File: src/rtl/stress_acc_apb_initiator_pkg.sv
// Shared types and default constants for the accelerator APB initiator.
package stress_acc_apb_pkg;

  localparam int unsigned DEF_FIFO_DEPTH  = 4;
  localparam int unsigned DEF_TIMEOUT_CYC = 16;
  localparam int unsigned DEF_AW          = 32;
  localparam int unsigned DEF_DW          = 32;

  typedef enum logic [1:0] {
    IDLE   = 2'd0,
    SETUP  = 2'd1,
    ACCESS = 2'd2,
    RESP   = 2'd3
  } apb_init_state_t;

  typedef struct packed {
    logic              write;
    logic [DEF_AW-1:0] addr;
    logic [DEF_DW-1:0] wdata;
  } apb_cmd_t;

  // Reads drive an all-zero PWDATA so the bus never carries stale write data.
  function automatic logic [DEF_DW-1:0] apb_wdata_for(input apb_cmd_t c);
    if (c.write) begin
      return c.wdata;
    end else begin
      return '0;
    end
  endfunction

endpackage

File: src/rtl/stress_acc_apb_initiator_cmd_fifo.sv
// Synchronous command FIFO; pointers wrap naturally because DEPTH is a power of 2.
module apb_cmd_fifo
  import stress_acc_apb_pkg::*;
#(
  parameter int unsigned DEPTH = DEF_FIFO_DEPTH
) (
  input  logic                     clk,
  input  logic                     rst_n,
  input  logic                     push,
  input  apb_cmd_t                 push_data,
  input  logic                     pop,
  output apb_cmd_t                 head,
  output logic                     full,
  output logic                     empty,
  output logic [$clog2(DEPTH):0]   count
);

  localparam int unsigned PW = $clog2(DEPTH);
  localparam logic [PW:0] FULL_CNT = (PW+1)'(DEPTH);

  apb_cmd_t      mem_q [DEPTH];
  logic [PW-1:0] wr_ptr_q, wr_ptr_d;
  logic [PW-1:0] rd_ptr_q, rd_ptr_d;
  logic [PW:0]   count_q, count_d;
  logic          push_s, pop_s;

  assign full  = (count_q == FULL_CNT);
  assign empty = (count_q == '0);
  assign count = count_q;
  assign head  = mem_q[rd_ptr_q];

  // Next pointer and occupancy values from the qualified push/pop.
  always_comb begin
    push_s   = push && !full;
    pop_s    = pop && !empty;
    wr_ptr_d = wr_ptr_q;
    rd_ptr_d = rd_ptr_q;
    count_d  = count_q;
    if (push_s) begin
      wr_ptr_d = wr_ptr_q + PW'(1);
    end else begin
      wr_ptr_d = wr_ptr_q;
    end
    if (pop_s) begin
      rd_ptr_d = rd_ptr_q + PW'(1);
    end else begin
      rd_ptr_d = rd_ptr_q;
    end
    case ({push_s, pop_s})
      2'b10:   count_d = count_q + (PW+1)'(1);
      2'b01:   count_d = count_q - (PW+1)'(1);
      default: count_d = count_q;
    endcase
  end

  // Pointer and occupancy registers; reset flushes the FIFO.
  always_ff @(posedge clk) begin
    if (!rst_n) begin
      wr_ptr_q <= '0;
      rd_ptr_q <= '0;
      count_q  <= '0;
    end else begin
      wr_ptr_q <= wr_ptr_d;
      rd_ptr_q <= rd_ptr_d;
      count_q  <= count_d;
    end
  end

  // Storage array; contents are don't-care while the slot is unoccupied.
  always_ff @(posedge clk) begin
    if (push_s) begin
      mem_q[wr_ptr_q] <= push_data;
    end
  end

endmodule

File: src/rtl/stress_acc_apb_initiator.sv
// APB initiator: buffers host commands, runs one APB transfer at a time,
// and returns read data or a timeout error strictly in order.
module stress_acc_apb_initiator
  import stress_acc_apb_pkg::*;
#(
  parameter int unsigned FIFO_DEPTH  = DEF_FIFO_DEPTH,
  parameter int unsigned TIMEOUT_CYC = DEF_TIMEOUT_CYC,
  parameter int unsigned AW          = DEF_AW,
  parameter int unsigned DW          = DEF_DW
) (
  input  logic          CLK,
  input  logic          RESETn,
  input  logic          cmd_valid,
  output logic          cmd_ready,
  input  logic          cmd_write,
  input  logic [AW-1:0] cmd_addr,
  input  logic [DW-1:0] cmd_wdata,
  output logic          rsp_valid,
  input  logic          rsp_ready,
  output logic [DW-1:0] rsp_rdata,
  output logic          rsp_error,
  output logic          PSEL,
  output logic          PENABLE,
  output logic          PWRITE,
  output logic [AW-1:0] PADDR,
  output logic [DW-1:0] PWDATA,
  input  logic [DW-1:0] PRDATA,
  input  logic          PREADY
);

  localparam int unsigned     CW       = $clog2(TIMEOUT_CYC + 1);
  localparam int unsigned     FCW      = $clog2(FIFO_DEPTH) + 1;
  localparam logic [CW-1:0]   TO_LAST  = CW'(TIMEOUT_CYC - 1);
  localparam logic [FCW-1:0]  FULL_CNT = FCW'(FIFO_DEPTH);

  apb_init_state_t state_q, state_d;
  logic [CW-1:0]   to_cnt_q, to_cnt_d;
  logic            psel_q, psel_d;
  logic            penable_q, penable_d;
  logic            pwrite_q, pwrite_d;
  logic [AW-1:0]   paddr_q, paddr_d;
  logic [DW-1:0]   pwdata_q, pwdata_d;
  logic            rsp_valid_q, rsp_valid_d;
  logic [DW-1:0]   rsp_rdata_q, rsp_rdata_d;
  logic            rsp_error_q, rsp_error_d;

  apb_cmd_t        cmd_in_s, fifo_head_s;
  logic            fifo_push_s, fifo_pop_s, fifo_full_s, fifo_empty_s;
  logic [FCW-1:0]  fifo_count_s;

  assign cmd_in_s    = '{write: cmd_write, addr: cmd_addr, wdata: cmd_wdata};
  assign fifo_push_s = cmd_valid && !fifo_full_s;
  assign cmd_ready   = (fifo_count_s != FULL_CNT);

  apb_cmd_fifo #(.DEPTH(FIFO_DEPTH)) u_fifo (
    .clk       (CLK),
    .rst_n     (RESETn),
    .push      (fifo_push_s),
    .push_data (cmd_in_s),
    .pop       (fifo_pop_s),
    .head      (fifo_head_s),
    .full      (fifo_full_s),
    .empty     (fifo_empty_s),
    .count     (fifo_count_s)
  );

  // Transfer sequencing, timeout counting and response capture.
  always_comb begin
    state_d     = state_q;
    to_cnt_d    = to_cnt_q;
    pwrite_d    = pwrite_q;
    paddr_d     = paddr_q;
    pwdata_d    = pwdata_q;
    rsp_rdata_d = rsp_rdata_q;
    rsp_error_d = rsp_error_q;
    fifo_pop_s  = 1'b0;
    case (state_q)
      IDLE: begin
        if (!fifo_empty_s) begin
          fifo_pop_s = 1'b1;
          state_d    = SETUP;
          paddr_d    = fifo_head_s.addr;
          pwrite_d   = fifo_head_s.write;
          pwdata_d   = apb_wdata_for(fifo_head_s);
        end else begin
          state_d = IDLE;
        end
      end
      SETUP: begin
        state_d = ACCESS;
      end
      ACCESS: begin
        // PREADY is tested first so it wins over a coincident timeout.
        if (PREADY) begin
          state_d     = RESP;
          rsp_error_d = 1'b0;
          if (pwrite_q) begin
            rsp_rdata_d = '0;
          end else begin
            rsp_rdata_d = PRDATA;
          end
        end else if (to_cnt_q == TO_LAST) begin
          state_d     = RESP;
          rsp_error_d = 1'b1;
          rsp_rdata_d = '0;
        end else begin
          to_cnt_d = to_cnt_q + CW'(1);
        end
      end
      RESP: begin
        if (rsp_ready) begin
          state_d  = IDLE;
          to_cnt_d = '0;
        end else begin
          state_d = RESP;
        end
      end
      default: begin
        state_d = IDLE;
      end
    endcase
    psel_d      = (state_d == SETUP) || (state_d == ACCESS);
    penable_d   = (state_d == ACCESS);
    rsp_valid_d = (state_d == RESP);
  end

  // State and output registers; reset aborts any transfer in flight.
  always_ff @(posedge CLK) begin
    if (!RESETn) begin
      state_q     <= IDLE;
      to_cnt_q    <= '0;
      psel_q      <= 1'b0;
      penable_q   <= 1'b0;
      pwrite_q    <= 1'b0;
      paddr_q     <= '0;
      pwdata_q    <= '0;
      rsp_valid_q <= 1'b0;
      rsp_rdata_q <= '0;
      rsp_error_q <= 1'b0;
    end else begin
      state_q     <= state_d;
      to_cnt_q    <= to_cnt_d;
      psel_q      <= psel_d;
      penable_q   <= penable_d;
      pwrite_q    <= pwrite_d;
      paddr_q     <= paddr_d;
      pwdata_q    <= pwdata_d;
      rsp_valid_q <= rsp_valid_d;
      rsp_rdata_q <= rsp_rdata_d;
      rsp_error_q <= rsp_error_d;
    end
  end

  assign PSEL      = psel_q;
  assign PENABLE   = penable_q;
  assign PWRITE    = pwrite_q;
  assign PADDR     = paddr_q;
  assign PWDATA    = pwdata_q;
  assign rsp_valid = rsp_valid_q;
  assign rsp_rdata = rsp_rdata_q;
  assign rsp_error = rsp_error_q;

endmodule

File: config.mk
export PLATFORM = sky130hd
export DESIGN_NAME = stress_acc_apb_initiator
export DESIGN_NICKNAME = d
export VERILOG_FILES = /design/src/rtl/stress_acc_apb_initiator_pkg.sv /design/src/rtl/stress_acc_apb_initiator_cmd_fifo.sv /design/src/rtl/stress_acc_apb_initiator.sv
export SDC_FILE = /design/constraint.sdc
export NUM_CORES = 1
export LEC_CHECK = 0
export ABC_CLOCK_PERIOD_IN_PS = 4200
export CAP_MARGIN = 20
export CORE_AREA = 3 3 217 219
export CTS_BUF_LIST = sky130_fd_sc_hd__clkbuf_16
export CTS_CLUSTER_SIZE = 25
export DETAILED_ROUTE_END_ITERATION = 16
export DIE_AREA = 0 0 220 222
export HOLD_SLACK_MARGIN = 0.02
export PLACE_DENSITY = 0.51
export SYNTH_ARGS = -nofsm -noshare
export SYNTH_HDL_FRONTEND = slang
export SYNTH_SLANG_ARGS = --single-unit
File: constraint.sdc
create_clock -name CLK -period 4.2 [get_ports CLK]
set_input_delay 0.84 -clock CLK [delete_from_list [all_inputs] [get_ports CLK]]
set_output_delay 0.84 -clock CLK [all_outputs]
set_load 0.05 [all_outputs]
==> results.py, run 1 <==
metrics = {
    "outcome": {
        "status": "completed",
    },
    "sta": {
        "worst_pin_slew_ns": 1.06,
        "rsz0062_at_grt": "false",
        "fin_setup_tns_ns": 0,
        "finalCritPeriodShare_pct": 71.3,
        "hold_viol_final": 0,
        "max_freq_ghz": 0.334,
        "period_minus_slack_ns": 2.99,
        "hold_ws_ns": 0.446,
        "drv_slew": 0,
        "finalClockSkew_ns": 0.0190,
        "setup_viol": 0,
        "slew_headroom_pct": 29.5,
    },
    "worst_setup_path": {
        "max_stage_delay_ns": 0.78,
        "cp.required_ns": 3.36,
        "cp_cell_sequence": "or3b_1 -> clkdlybuf4s50_1",
        "worst_setup_path_end_kind": "output port",
        "crit_type": "reg2out",
        "critPathMaxFanout": 6,
        "worstPathArrival_ns": 2.15,
        "crit_slowest_cell": "clkdlybuf4s50_1",
        "reg2reg_depth": 9,
        "cp-start-kind": "register",
    },
    "layout": {
        "final_util_pct": 39.8,
        "final_cell_mix": "260 x edfxtp_1, 203 x clkdlybuf4s50_1, 132 x nand2_1",
        "fill_cells": 4237,
        "num-nets-final": 1189,
        "layout_commonest_cell": "edfxtp_1",
        "areaGrowthSynthToFinish_pct": 29.0,
        "antennaDiodeCount": 0,
        "drive_above_1_share_pct": 15.9,
    },
    "synth": {
        "syn_nets": 982,
        "synth-warning-count": 0,
        "yosys.area.top_type_share_pct": 55.9,
        "synth_top_flop_cell": "edfxtp_1",
        "ys_ff_latch": 377,
        "syn_inst": 870,
        "synth-xor-area-share_pct": 0.314,
        "synth_fa_ha_area_share_pct": 0.950,
        "synthTopCellsByArea": "edfxtp_1 56%, dfxtp_1 17%, mux4_2 10%, nand2_1 3.6%, a21oi_1 2.8%",
        "synthSimpleGateAreaFrac_pct": 7.48,
        "synth_mux_area_share_pct": 10.5,
        "synth-compound-area-share_pct": 5.09,
        "synthArstFlopShare_pct": 0,
        "synth_top_family_by_area": "multiplexers",
        "synth_cell_types": 43,
        "synth_area_per_cell_um2": 16.0,
        "synth_top_area_cell": "edfxtp_1",
        "synth_edf_count": 260,
        "yosysSeqAreaShare_pct": 72.7,
        "synthesis.area_um2": 14000,
    },
    "run": {
        "drv_cap": 0,
    },
    "cts": {
        "numCtsBuffers": 42,
        "cts-root-buf": "clkbuf_16",
        "cts_buffer_depth": 3,
        "cts_resized": 0,
        "h-tree-depth": 2,
        "cts.sinks": 377,
        "path_clk_slew_ns": 0.06,
        "clk_latency_ns": 0.55,
        "postCtsHoldBufs": 0,
        "post-cts-setup-buffers": 0,
        "cts_tree": "yes",
    },
    "global_routing": {
        "grt_pass1_wl_um": 48700,
        "met1_usage_pct": 17.3,
        "grt_overflow": 0,
        "gr-usage-met2_pct": 20.6,
        "antenna_found_initial": 5,
        "top_usage_layer": "met2",
        "grt_use_total_pct": 13.0,
        "grt_use_met3_pct": 3.59,
        "grt_max_degree": 68,
        "grt_pass1_vias": 8196,
    },
    "die": {
        "start_util_pct": 30.8,
        "die_w_um": 220,
        "pin_count": 204,
        "core_area_um2": 45300,
        "die_h_um": 222,
        "rows": 78,
        "die_area_um2": 48800,
    },
    "power": {
        "cellPowerDensity_nw_per_um2": 674,
        "leakage_nw": 5.77,
        "ir_drop_uv": 394,
    },
    "detailed_routing": {
        "dr.first_iter.drc_count": 428,
        "dr.pass1.iters": 6,
        "avgViaCountPerCell": 4.56,
        "wl_per_cell_um": 18.8,
        "routed_wl_um": 32100,
        "drc_errors": 0,
        "vias": 7806,
        "ant_nets": 0,
    },
    "placed_design": {
        "place.gp.congestion": 0.742,
        "place_hpwl_um": 18400,
        "io_buffers": 203,
    },
    "worst_hold_path": {
        "whs_path_depth": 2,
        "hold_path_class": "reg2reg",
    },
}
-- registers in the layout, indices dropped and copies added (netlist names), named ones only --
signal,flops
u_fifo.mem_q,260
PADDR,32
PWDATA,32
rsp_rdata,32
to_cnt_q,5
u_fifo.count,3
state_q,2
u_fifo.rd_ptr_q,2
u_fifo.wr_ptr_q,2
PENABLE,1
PSEL,1
PWRITE,1
rsp_error,1
rsp_valid,1
-- worst max-delay path, delay by kind of cell (launching register included) --
family	cells	cell delay [ns]
buf+inv	1	0.78
flops	1	0.34
simple gates	1	0.49
-- per-layer routing --
metal,share of wire (%),up-vias
met5,0.21,-
met4,2.3,10
met3,6.5,63
li1,-,3682
met1,45,3858
met2,46,193
-- cell usage after synthesis (2+ instances only) --
library cell / instances
a21oi_1: 77
buf_2: 18
xnor2_1: 2
inv_1: 7
nand2_1: 132
mux4_2: 65
nor2_1: 16
ha_1: 9
o21ai_1: 2
a211oi_1: 2
xor2_1: 3
inv_2: 2
clkbuf_1: 17
buf_8: 2
nor3_1: 2
nor2b_1: 2
dfxtp_1: 117
and2_1: 4
buf_12: 5
edfxtp_1: 260
a21oi_2: 27
and3_1: 5
buf_6: 2
nand3_1: 65
buf_4: 9
-- report_power, final --
group / switching, mW / total (mW) / internal [mW]
Combinational: 2.25 / 3.50 / 1.24
Sequential: 0.259 / 4.82 / 4.56
Clock: 1.43 / 3.83 / 2.40
Total: 3.94 / 12.1 / 8.20
-- final cells by class --
type | instances | area (um^2) | area share, %
repair buffers | 216 | 2190 | 12.2
clock inverters | 34 | 372 | 2.06
inverters | 10 | 40.0 | 0.222
well taps | 600 | 751 | 4.17
multi-input cells | 430 | 3420 | 19.0
clock buffers | 43 | 1080 | 5.97
flip-flops and latches | 377 | 10200 | 56.4
-- path summary, 6_finish.rpt --
check                        from         endpoint  slack, ns
hold / removal      rsp_rdata[23]    rsp_rdata[23]       0.45
setup reg to reg  u_fifo.count[0]  u_fifo.count[2]       1.78
hold reg to reg     rsp_rdata[23]    rsp_rdata[23]       0.45
setup / recovery  u_fifo.count[0]        cmd_ready       1.21
-- cell families (layout without fill, tap and decap cells) --
| family | Yosys count | in the layout |
|---|---|---|
| muxes | 65 | 65 |
| buffers and inverters | 63 | 303 |
| and+or+nand+nor | 234 | 234 |
| DFF | 377 | 377 |
| adders and majority gates | 10 | 10 |
| xor gates and xnor gates | 5 | 5 |
| AOI/OAI and AO/OA | 116 | 116 |
-- metrics by stage --
stage | worst slack [ns] | std cells | area [um^2] | total power, mW
floorplan | 1.27 | 870 | 14000 | 7.37
global placement | 1.30 | 1633 | 16600 | 8.46
detailed placement | 1.28 | 1633 | 16600 | 8.48
CTS | 1.17 | 1710 | 18000 | 12.4
global route | 1.13 | 1710 | 18000 | 12.7
finish | 1.21 | 1710 | 18000 | 12.1
Note: power is estimated with default switching activity, not from simulation.
==> run 2, diff against run 1 <==
--- a/config.mk
+++ b/config.mk
@@ -5,7 +5,7 @@
 export SDC_FILE = /design/constraint.sdc
 export NUM_CORES = 1
 export LEC_CHECK = 0
-export ABC_CLOCK_PERIOD_IN_PS = 4200
+export ABC_CLOCK_PERIOD_IN_PS = 2800
 export CAP_MARGIN = 20
 export CORE_AREA = 3 3 217 219
 export CTS_BUF_LIST = sky130_fd_sc_hd__clkbuf_16
==> constraint.sdc (replaced) <==
create_clock -name CLK -period 2.8 [get_ports CLK]
set_input_delay 0.56 -clock CLK [delete_from_list [all_inputs] [get_ports CLK]]
set_output_delay 0.56 -clock CLK [all_outputs]
set_load 0.05 [all_outputs]
==> run 2 against run 1 <==
Cell count grew 0.53%. Power up 50%. Global-route usage up 0.23 points. Final area is 0.71% higher. Wire length rose by 1.3%. Sequential share of layout area shrank 0.40 points. Register-to-register slack worse by 1.4 ns. First-iteration DRC count is 16% higher.
==> results.py, run 2 (synthesis results as in run 1) <==
metrics = {
    "worst_setup_path": {
        "cp-start-kind": "register",
        "cp.required_ns": 2.24,
        "max_stage_delay_ns": 0.76,
        "crit_slowest_cell": "clkdlybuf4s50_1",
        "crit_family": "buffers and inverters",
        "r2r_slack_ns": 0.35,
        "cp_num_cells": 2,
        "r2r-start": "u_fifo.count[0]",
        "cp_num_buf_inv": 1,
        "worstPathArrival_ns": 2.12,
        "crit_type": "reg2out",
        "reg2reg_depth": 9,
        "critPathMaxFanout": 6,
        "cp-startpoint": "u_fifo.count[0]",
        "cp_cell_sequence": "or3b_1 -> clkdlybuf4s50_1",
        "worst_setup_path_end_kind": "output port",
    },
    "sta": {
        "fin_setup_tns_ns": 0,
        "worst_pin_slew_ns": 0.920,
        "finalCritPeriodShare_pct": 95.7,
        "slew_headroom_pct": 38.7,
        "max_freq_ghz": 0.373,
        "drv_slew": 0,
        "period_minus_slack_ns": 2.68,
        "hold_ws_ns": 0.449,
        "setup_viol": 0,
        "finalClockSkew_ns": 0.0104,
        "hold_viol_final": 0,
        "rsz0062_at_grt": "false",
    },
    "cts": {
        "numCtsBuffers": 44,
        "post-cts-setup-buffers": 0,
        "path_clk_slew_ns": 0.06,
        "postCtsHoldBufs": 0,
        "h-tree-depth": 2,
        "clk_latency_ns": 0.55,
        "cts-root-buf": "clkbuf_16",
        "cts_resized": 0,
        "cts.sinks": 377,
        "cts_tree": "yes",
        "cts_buffer_depth": 3,
    },
    "global_routing": {
        "grt_pass1_vias": 8220,
        "grt_pass1_wl_um": 49400,
        "grt_use_total_pct": 13.2,
        "antenna_found_initial": 1,
        "grt_max_degree": 66,
        "grt_overflow": 0,
    },
    "power": {
        "p_clk_share_pct": 31.0,
        "switching_share_pct": 33.0,
        "leakage_nw": 5.82,
        "seq_power_share_pct": 39.5,
        "cellPowerDensity_nw_per_um2": 1010,
        "ir_drop_uv": 668,
        "p_int_mw": 12.2,
        "switchingPower_mw": 6.02,
        "combPwrFrac_pct": 29.5,
    },
    "worst_hold_path": {
        "hp-start": "rsp_rdata[18]",
        "hold_path_class": "reg2reg",
        "whs_path_depth": 2,
    },
    "layout": {
        "antennaDiodeCount": 0,
        "largest_reg_flops": 260,
        "num-nets-final": 1197,
        "areaGrowthSynthToFinish_pct": 30.0,
        "drive_above_1_share_pct": 17.0,
        "largest_register": "u_fifo.mem_q",
        "final_cell_mix": "260 x edfxtp_1, 203 x clkdlybuf4s50_1, 132 x nand2_1",
        "layout_commonest_cell": "edfxtp_1",
    },
    "detailed_routing": {
        "vias": 7920,
        "routed_wl_um": 32500,
        "ant_nets": 0,
        "drc_errors": 0,
        "avgViaCountPerCell": 4.61,
        "dr.first_iter.drc_count": 496,
        "dr.pass1.iters": 4,
        "wl_per_cell_um": 18.9,
    },
    "die": {
        "pin_count": 204,
        "die_h_um": 222,
        "die_w_um": 220,
        "core_area_um2": 45300,
        "rows": 78,
        "start_util_pct": 30.8,
        "die_area_um2": 48800,
    },
    "placed_design": {
        "place_hpwl_um": 18400,
        "place.gp.congestion": 0.701,
        "io_buffers": 203,
    },
    "outcome": {
        "status": "completed",
    },
    "run": {
        "drv_cap": 0,
    },
}
[run 2: final timing paths]
path / end
max: cmd_ready
min: rsp_rdata[18]
max reg2reg: u_fifo.count[2]
min reg2reg: rsp_rdata[18]
[run 2: layout make-up]
cell class | instances | area (um^2)
clock buffers | 45 | 1130
flip-flops and latches | 377 | 10200
inverters | 10 | 41.3
fillers | 4259 | 27100
well taps | 600 | 751
clock inverters | 35 | 315
repair buffers | 222 | 2320
multi-input cells | 430 | 3420
[run 2: power by group through the flow]
| stage | logic [mW] | clock network (mW) | registers, mW |
|---|---|---|---|
| 4_1_cts | 5.50 | 5.85 | 7.22 |
| 6_report | 5.38 | 5.65 | 7.21 |
| 5_1_grt | 5.77 | 6.06 | 7.30 |
| 2_1_floorplan | 2.41 | 0 | 8.63 |
| 3_5_place_dp | 5.48 | 0 | 7.33 |
| 3_3_place_gp | 5.48 | 0 | 7.31 |
[run 2: per-layer routing]
metal	GRT usage (%)	up-vias	share of wire, %
met5	0	-	0.061
li1	-	3709	-
met4	4.28	2	2.2
met1	17.2	3940	44
met3	3.80	53	6.9
met2	21.4	216	47
[run 2: worst min-delay path, delay by kind of cell (launching register included)]
| kind | cells | cell delay (ns) |
|---|---|---|
| AOI/OAI and AO/OA | 1 | 0.05 |
| DFF | 1 | 0.30 |
| and+or+nand+nor | 1 | 0.05 |
[run 2: metrics by stage]
step / utilization (%) / setup WS [ns] / cells / cell area [um^2] / total power [mW]
finish: 40.1 / 0.119 / 1719 / 18100 / 18.2
global placement: 36.9 / 0.197 / 1639 / 16700 / 12.8
detailed placement: 36.9 / 0.154 / 1639 / 16700 / 12.8
global route: 40.1 / 0.0323 / 1719 / 18100 / 19.1
CTS: 40.1 / 0.0693 / 1719 / 18100 / 18.6
floorplan: - / 0.253 / 870 / 14000 / 11.0
==> RTL edit, RTL diff (flow settings as in run 2) <==
The 4 states of `apb_init_state_t` get a one-hot encoding in 4 bits.
--- a/src/rtl/stress_acc_apb_initiator_pkg.sv
+++ b/src/rtl/stress_acc_apb_initiator_pkg.sv
@@ -6,11 +6,11 @@
   localparam int unsigned DEF_AW          = 32;
   localparam int unsigned DEF_DW          = 32;
 
-  typedef enum logic [1:0] {
-    IDLE   = 2'd0,
-    SETUP  = 2'd1,
-    ACCESS = 2'd2,
-    RESP   = 2'd3
+  typedef enum logic [3:0] {
+    IDLE   = 4'b0001,
+    SETUP  = 4'b0010,
+    ACCESS = 4'b0100,
+    RESP   = 4'b1000
   } apb_init_state_t;
 
   typedef struct packed {
Formal check against the unedited RTL: same outputs for any inputs over 4 cycles, from zero or initial values and one cycle with RESETn low; so few cycles prove little.
==> RTL edit against run 2 <==
Combinational power decreased by 1%. Utilization shrank 0.43 points. Area after synthesis is 2.0% lower. Fmax fell by 0.42%. Sequential cell count rose by 2. Final area is 1.1% lower. Highest routed layer unchanged. Setup slack lost 0.011 ns. Power fell by 1.7%. Routed wire length fell by 0.63%. Clock skew grew 0.0037 ns.
==> RTL edit: results (changes against run 2) <==
* Worst Clk Skew at 0.0141 ns (+0.00374 ns)
* Multi-input combinational gate total at 404 (-6.0%)
* Yosys cell types at 36 (-16%)
* Compound-Gate Fraction of Synth Area at 4.81% (-0.28 points)
* Routed wire length at 32,300 um (-0.63%)
* Max incr delay on CP at 0.76 ns (about the same)
* Area share of the largest cell type after synthesis at 57.1% (+1.1 points)
* Initial DRC Count at 311 (-37%)
* Seq_cells at 379 (+0.53%)
* Reg area at 0.0102 mm^2 (+0.39%)
* Placed Cells at 1,614 (-1.5%)
* Clock-cell share at 7.72% (-0.23 points)
* Net Switching at 5.89 mW (-2.1%)
* Placed inst area at 0.0166 mm^2 (-0.84%)
* HP Start: PWDATA[1]$_SDFFE_PN0N_
* Met2 usage in global routing at 21.7% (+0.33 points)
* Leak at 5.84 nW (+0.27%)
* Sequential-to-total area share from yosys stat at 74.5% (+1.7 points)
* GR met3 Demand/Resource at 3.54% (-0.26 points)
* Largest net degree at the start of global routing at 68 (+3.0%)
* GRT met1 Usage at 16.9% (-0.31 points)
* Synth Area in Adders at 0.786% (-0.16 points)
* Mean area per synthesized cell at 16.2 um^2 (+1.1%)
* Worst-margin pin slew at 0.955 ns (+0.0346 ns)
* Pre-CTS setup slack at 0.202 ns (+0.0475 ns)
* Hold worst-path end: PWDATA[1]$_SDFFE_PN0N_
* Routed metal-1 wirelength at 14,100 um (-1.1%)
* Non-clk buf share at 12.9% (+0.098 points)
* Xor and xnor area share after synthesis at 0.512% (+0.20 points)
* Nets at 1,169 (-2.3%)
* Power per cell area at 999 mW/mm^2 (-0.65%)
* Layout Cells excl Fill at 1,693 (-1.5%)
* Worst hold path type: flop to flop
* DRT Pass-1 Iters at 4 (unchanged)
* Syn Nets at 954 (-2.9%)
* Bufs w/o clock at 221 (-0.45%)
* Met3 wire length at 1950 um (-13%)
* Global-route wire length before repair at 48,700 um (-1.3%)
* Mux cell area share after synthesis at 10.8% (+0.28 points)
* Layout cell share with drive strength beyond 1 at 14.4% (-2.6 points)
* Gate power share at 29.6% (about the same)
* Vias per cell at 4.59 (-0.34%)
* Largest cells by area after synthesis: edfxtp_1, dfxtp_1, mux4_2, nand2_1, a21oi_1
* Clock buffer count from CTS at 43 (-2.3%)
* Metal2 WL at 15,600 um (+1.9%)
* Clock network power at 5.46 mW (-3%)
* Commonest cells post-synth: edfxtp_1, dfxtp_1, nand2_1
* Post-DP HPWL at 18,000 um (-2.4%)
* Setup slack, reg-to-reg at 0.37 ns (+0.02 ns)
* Status: finished, final reports clean
* Final GP Congestion at 0.702 (+0.21%)
* Post-cts resize count at 0 (unchanged)
* Peak VDD IR at 0.673 mV (+0.69%)
[RTL edit: changes by cell type after synthesis, sizes merged, moves of 3 or more]
cell,delta
buf,-17
xor2,+3
and2,-4
clkbuf,+15
nand3,-28
nor2,+31
a21oi,-30
nor4b,+3
a22oi,+32
nand2,-26
[RTL edit: worst max path at each step]
stage	start	to	slack (ns)	cells after the start
after floorplan	u_fifo.count[0]$_SDFFE_PN0P_	u_fifo.count[2]$_SDFFE_PN0P_	0.28	9
after global placement	cmd_valid	u_fifo.count[2]$_SDFFE_PN0P_	0.22	9
after detailed placement	cmd_valid	u_fifo.count[2]$_SDFFE_PN0P_	0.20	9
after CTS	u_fifo.count[0]$_SDFFE_PN0P_	cmd_ready	0.05	2
after global routing	u_fifo.count[0]$_SDFFE_PN0P_	cmd_ready	0.02	2
final	u_fifo.count[0]$_SDFFE_PN0P_	cmd_ready	0.11	2
[RTL edit: worst min-delay path, stage by stage (launching register included)]
cell     delay [ns]
dfxtp_1        0.31
nand2_1        0.05
a21oi_1        0.05
